$ cat src/rtl/sar_pkg.sv
// Shared types and defaults for the 4-bit successive-approximation ADC controller.
package sar_pkg;

  typedef enum logic {
    SAR_IDLE = 1'b0,
    SAR_CONV = 1'b1
  } sar_state_t;

  localparam int  SAR_WIDTH  = 4;
  localparam int  SAR_SETTLE = 2;
  // Full-scale ladder reference, used by comparator models in benches
  localparam real SAR_VREF   = 1.2;

endpackage

$ cat src/rtl/sar_settle_timer.sv
// Settle counter: clears on load, otherwise counts; flags the last settle clock of a bit.
module sar_settle_timer
  import sar_pkg::*;
#(
  parameter int SETTLE_CYCLES = SAR_SETTLE
) (
  input  logic clk,
  input  logic rst,
  input  logic i_load,
  output logic o_tc
);

  localparam int            CW  = $clog2(SETTLE_CYCLES + 1);
  localparam logic [CW-1:0] TC  = CW'(SETTLE_CYCLES - 1);
  localparam logic [CW-1:0] ONE = CW'(1);

  logic [CW-1:0] r_cnt;

  always_ff @(posedge clk) begin
    if (rst || i_load) r_cnt <= '0;
    else               r_cnt <= r_cnt + ONE;
  end

  assign o_tc = (r_cnt == TC);

endmodule

$ cat src/rtl/sar_adc4.sv
// SAR ADC controller: walks trial codes MSB first into the ladder DAC and
// latches the comparator decision for each bit after its settle window.
module sar_adc4
  import sar_pkg::*;
#(
  parameter int WIDTH         = SAR_WIDTH,
  parameter int SETTLE_CYCLES = SAR_SETTLE
) (
  input  logic             clk,
  input  logic             rst,
  input  logic             start,
  input  logic             cmp,
  output logic [WIDTH-1:0] dac_code,
  output logic             busy,
  output logic             done,
  output logic [WIDTH-1:0] result
);

  localparam int               BW      = $clog2(WIDTH);
  localparam logic [BW-1:0]    BIT_TOP = BW'(WIDTH - 1);
  localparam logic [BW-1:0]    BIT_ONE = BW'(1);
  localparam logic [WIDTH-1:0] MSB     = {1'b1, {(WIDTH-1){1'b0}}};

  sar_state_t       r_state, w_state_next;
  logic [BW-1:0]    r_bit;
  logic [WIDTH-1:0] r_dac, r_result, w_code_next;
  logic             r_done;
  logic             w_tc, w_load, w_decide, w_last, w_accept;

  sar_settle_timer #(.SETTLE_CYCLES(SETTLE_CYCLES)) u_timer (
    .clk    (clk),
    .rst    (rst),
    .i_load (w_load),
    .o_tc   (w_tc)
  );

  always_ff @(posedge clk) begin
    if (rst) r_state <= SAR_IDLE;
    else     r_state <= w_state_next;
  end

  always_comb begin
    w_state_next = r_state;
    case (r_state)
      SAR_IDLE: if (start)                        w_state_next = SAR_CONV;
      SAR_CONV: if (w_tc && (r_bit == '0))        w_state_next = SAR_IDLE;
      default:                                    w_state_next = SAR_IDLE;
    endcase
  end

  always_comb begin
    w_accept = (r_state == SAR_IDLE) && start;
    w_decide = (r_state == SAR_CONV) && w_tc;
    w_last   = w_decide && (r_bit == '0);
    // Counter restarts every bit and is held cleared while idle
    w_load   = (r_state != SAR_CONV) || w_tc;
    w_code_next        = r_dac;
    w_code_next[r_bit] = cmp;
    if (r_bit != '0) w_code_next[r_bit - BIT_ONE] = 1'b1;
  end

  // Successive-approximation register and result latch
  always_ff @(posedge clk) begin
    if (rst) begin
      r_dac    <= '0;
      r_result <= '0;
      r_done   <= 1'b0;
      r_bit    <= BIT_TOP;
    end else begin
      r_done <= 1'b0;
      if (w_accept) begin
        r_dac <= MSB;
        r_bit <= BIT_TOP;
      end else if (w_decide) begin
        r_dac <= w_code_next;
        if (w_last) begin
          r_result <= w_code_next;
          r_done   <= 1'b1;
        end else begin
          r_bit <= r_bit - BIT_ONE;
        end
      end
    end
  end

  assign dac_code = r_dac;
  assign result   = r_result;
  assign done     = r_done;
  assign busy     = (r_state == SAR_CONV);

endmodule

$ cat config.mk
export PLATFORM = sky130hd
export DESIGN_NAME = sar_adc4
export DESIGN_NICKNAME = d
export VERILOG_FILES = /design/src/rtl/sar_pkg.sv /design/src/rtl/sar_settle_timer.sv /design/src/rtl/sar_adc4.sv
export SDC_FILE = /design/constraint.sdc
export NUM_CORES = 1
export LEC_CHECK = 0
export CORE_MARGIN = 4
export CORE_UTILIZATION = 30
export DETAILED_ROUTE_END_ITERATION = 10
export GPL_TIMING_DRIVEN = 1
export SLEW_MARGIN = 10
export SYNTH_ARGS = -nofsm -noshare
export SYNTH_HDL_FRONTEND = slang
export SYNTH_HIERARCHICAL = 1
export SYNTH_SLANG_ARGS = --single-unit
$ cat constraint.sdc
create_clock -name clk -period 1.43 [get_ports clk]
set_input_delay 0.429 -clock clk [delete_from_list [all_inputs] [get_ports clk]]
set_output_delay 0.429 -clock clk [all_outputs]
set_load 0.1 [all_outputs]
After elaboration in Yosys (flattened, before gate mapping)
Index checks and enable logic that the tools add are counted.
W data, S select, Z words.

storage, ports and cells
  output and inout port bits = 10
  register bits = 14
  word-level logic and storage cells = 46

cells by class
  order comparisons = 4
  reductions and logical operators = 15
  bitwise logic cells = 5
  equality and inequality tests = 1
  multiplexer cells = 12
  $add $sub $neg = 2

operators by type and width
  kind                   count
  $mux W4                3
  $logic_and A1 B1 Y1    6
  $lt A2 B3 Y1 const B   2
  $mux W1                5
  $bwmux W4              1
  $demux W1 S2           2
  $ge A2 B1 Y1 const B   2
  $not A1 Y1             4
  $or A4 B4 Y4           1
  $reduce_bool A2 Y1     2
  $reduce_and A3 Y1      1
  $reduce_or A3 Y1       1
  $add A2 B1 Y2 const B  1
  $eq A2 B1 Y1 const B   1
  $logic_not A2 Y1       1
  $logic_or A1 B1 Y1     2
  $pmux W1 S2            1
  $reduce_and A2 Y1      1
  $reduce_or A2 Y1       1
  $sub A2 B1 Y2 const B  1

Depth between registers and ports, before layout
  depth in word-level cells = 9
  depth in mapped cells = 6

Hierarchy
The synthesis kept the hierarchy.

by module, submodules not included
  module            sequential area each (µm²)  times used  area an instance (µm²)  cells each
  sar_adc4          240.2                       1           625.6                   66
  sar_settle_timer  40.0                        1           76.3                    6

Worst setup path before layout
OpenSTA, ideal clock, no wires.

  path type = flip-flop to flip-flop
  start = reg r_state, in the netlist busy
  end = reg r_result[3], in the netlist result[3]
  setup slack = -0.344 ns
  clock period less this slack = 1.774 ns
  arrival = 1.694 ns
  buffers on the path = 1
  library setup time = 0.080 ns
  stages on the path, launching flop included = 5
  cell sequence = dfxtp_1 -> and3_1 -> buf_6 -> nor2_2 -> a211oi_2

between the ends
  longest elaborated chain between the ends = 4
  elaborated cells on any way between the ends = 6
  those cells by class = bitwise: 2; reduce/logical: 4

ends and longest elaborated chain
  what                           RTL line        RTL
  from (decl)                    sar_adc4.sv:24  sar_state_t r_state, w_state_next;
  from (signal assigned)         sar_adc4.sv:39  else r_state <= w_state_next;
  $not A1 Y1                     --
  $logic_and A1 B1 Y1            sar_adc4.sv:52  w_accept = (r_state == SAR_IDLE) && start;
  $not A1 Y1 (no line)           --
  $reduce_and A3 Y1 (no line) *  --
  to (signal assigned)           sar_adc4.sv:77  r_result <= w_code_next;
  to (decl)                      sar_adc4.sv:26  logic [WIDTH-1:0] r_dac, r_result, w_code_next;

Every way passes the cells marked *; elsewhere a longest branch is shown, timed or not.
A chain may end at the register's enable or synchronous reset.

Worst setup path in the final report
  start = reg r_state, in the netlist busy
  end = out busy

RTL lines
  what       RTL line        RTL
  to (decl)  sar_adc4.sv:14  output logic busy,

No word-level cell between the ends.

==> reports/metrics.csv <==
metric,value,unit
leakage power,0.000413,uW
R2R cell count,5,
Vias/cell,4.83,
primary flip-flop cell chosen by synthesis mapping,dfxtp_1,
DR WL/cell,11.6,um
Sink Count,14,
row count,17,
final hold vios,0,
number of flops mapped to enable cells by yosys,0,
clock buffer depth,2,
Hold Crit Class,reg -> reg,
Post-DP HPWL,1130,um
hold endpoint,u_timer/r_cnt[0],
Final nets,103,
critical-path maximum fanout,10,
Clock power frac,34.2,%
layout cells sized above 1,43.0,%
DR iter-0 viols,10,
Die ar.,0.00318,mm^2
Top delay family on crit path,flip-flops,
peak supply drop,729,uV
area delta synth->final,48.5,%
Worst Path Arrival,910,ps
GRT overflow,0,
number of global-route vias before repair,596,
Final period util,93.8,%
CP cell instances,buf_12,
"Setup violations, final",0,
MaxCap Viol Count,0,
"commonest non-fill, non-tap cell in the layout",buf_12,
Gate power share,17.1,%
"FFs w/ async S/R, synth",0,%
critical path class,reg -> out,
Rel. slew slack,84.7,%
Flop pwr share,48.7,%
most frequent cells in the layout,"10 x buf_12, 8 x dfxtp_1, 7 x nor2_1, 6 x dfxtp_2, 6 x buf_4",
DRT antenna net count,0,
CTS resizes,0,
WL final,1410,um
WHS,437,ps
Post-CTS Hold Fix Bufs,0,
sequential cell area fraction in the yosys report,39.9,%
hold path start,u_timer/r_cnt[0],
fin crit period,1340,ps
Sw Share,27.7,%
core area,0.00221,mm^2
CTS tree,built,
Final Skew,10.7,ps
syn nets,81,
count of pins over their slew limit,0,
Sequential Area,288,um^2
Pint,615,uW
CTS Root Buffer Type,clkbuf_4,
Net Sw Power,236,uW
Initial Util,31.7,%
Crit path buffers/inverters,1,
first-pass iteration count of the detailed router,4,
I/O Buffers,13,
crit start category,flip-flop,
PwrDens,816,mW/mm^2
Num CTS Buffers,3,
# Post-CTS Setup Buffers,0,
number of antenna diodes,0,
Syn Area/Cell,9.75,um^2
fmax,746,MHz
reg2reg end,dac_code[2],
"Req. time, crit path",1000,ps
Slew @ Worst Pin,228,ps
initial antenna violation count,0,
synth unique cells,29,
RR Startpoint,r_bit[0],
"Warnings, synthesis",6,
Mapped Area,702,um^2
Die Span Y,56.4,um
RD Place Congestion,0.780,
RSZ-0062 raised after global routing,no,
htree depth,1,
Slowest cell on crit path,dfxtp_2,
DRC viols,0,
post-synthesis register bit count,14,
"Reg clk slew, reported paths",80,ps
Max stage delay on crit path,430,ps
largest net degree at the start of global routing,11,
gr usage total,10.2,%
filler cell count,229,
Worst-Skew Late Latency,280,ps
via count,584,
Die Span X,56.4,um
worst reg2reg setup slack,120,ps
Post-Synthesis Cells,72,
cell count of the worst hold path,1,
first-pass GRT wire length,2570,um
I/O pin cnt,14,
Multi-input gate area,393,um^2
Final TNS setup,0,ps
Worst Setup End Kind,output pin,
status,"finished, final reports clean",
-- layer usage --
metal | GRT usage (%) | up-vias | part of all wire, %
met4 | 4.75 | 0 | 1.1
met5 | 0 | - | 0
li1 | - | 296 | -
met2 | 16.0 | 14 | 47
met3 | 2.99 | 2 | 4.8
met1 | 12.7 | 272 | 47
-- synth_stat cells (all sizes together) (2+ instances only) --
cell	n	area (um^2)
nand2b	2	12.5
nor2	10	45.1
mux2i	2	20.0
nor3	6	40.0
o21ai	2	13.8
nor2b	2	12.5
ha	5	62.6
inv	4	15.0
nand2	4	15.0
dfxtp	14	280
a211oi	6	60.1
mux2	2	22.5
-- kinds of logic after synthesis --
group	Yosys count	share of synthesized area (%)
adder cells (fa/ha/maj)	5	8.91
AO/OA/AOI/OAI	12	15.7
AND/OR/NAND/NOR	30	23.9
flip-flops	14	39.9
buffers and inverters	6	4.28
XOR/XNOR	1	1.25
multiplexers	4	6.06
-- per-stage QoR --
step                std cells  area, um^2  total power [uW]  worst slack [ps]  utilization, %
floorplan                  72         707               510             -6.01               -
global placement          117        1000               567              -103            45.3
detailed placement        117        1000               569              -116            45.3
CTS                       121        1040               857              9.62            46.9
global route              121        1040               891              22.7            47.1
finish                    121        1040               851              88.9            47.1
-- area by class of cell --
type,instances,share of cell area [%]
multi-input cells,52,37.7
inverters,4,1.44
clock buffers,4,3.48
well taps,28,3.36
flip-flops and latches,14,27.6
repair buffers,19,26.4
-- power by group through the flow --
stage | Sequential, uW | Combinational (uW) | Clock, uW
3_5_place_dp | 423 | 145 | 0
2_1_floorplan | 464 | 45.8 | 0
5_1_grt | 417 | 155 | 320
4_1_cts | 414 | 147 | 296
3_3_place_gp | 423 | 144 | 0
6_report | 415 | 145 | 291
-- sequential cells by signal, indices dropped and copies added, names as in the netlist --
name           cells
u_timer/r_cnt      2
busy               1
result             4
dac_code           4
done               1
r_bit              2
-- worst register-to-register path: cells and delay by family, from the launching register on --
| family | cells | cell delay (ps) |
|---|---|---|
| DFF | 1 | 380 |
| AOI/OAI and AO/OA | 2 | 330 |
| adders and majority gates | 1 | 250 |
| and+or+nand+nor | 1 | 210 |
| buffers and inverters | 1 | 70 |
-- worst max-delay path by stage --
stage	from	end	slack, ps	depth (start not counted)
floorplan	dac_code[3]	result[3]	-6	2
global placement	cmp	dac_code[1]	-100	4
detailed placement	cmp	dac_code[1]	-120	4
CTS	r_bit[0]	result[3]	10	5
global route	r_bit[1]	result[1]	20	5
finish	busy	busy	90	1
Power figures use the tool's default switching activity.
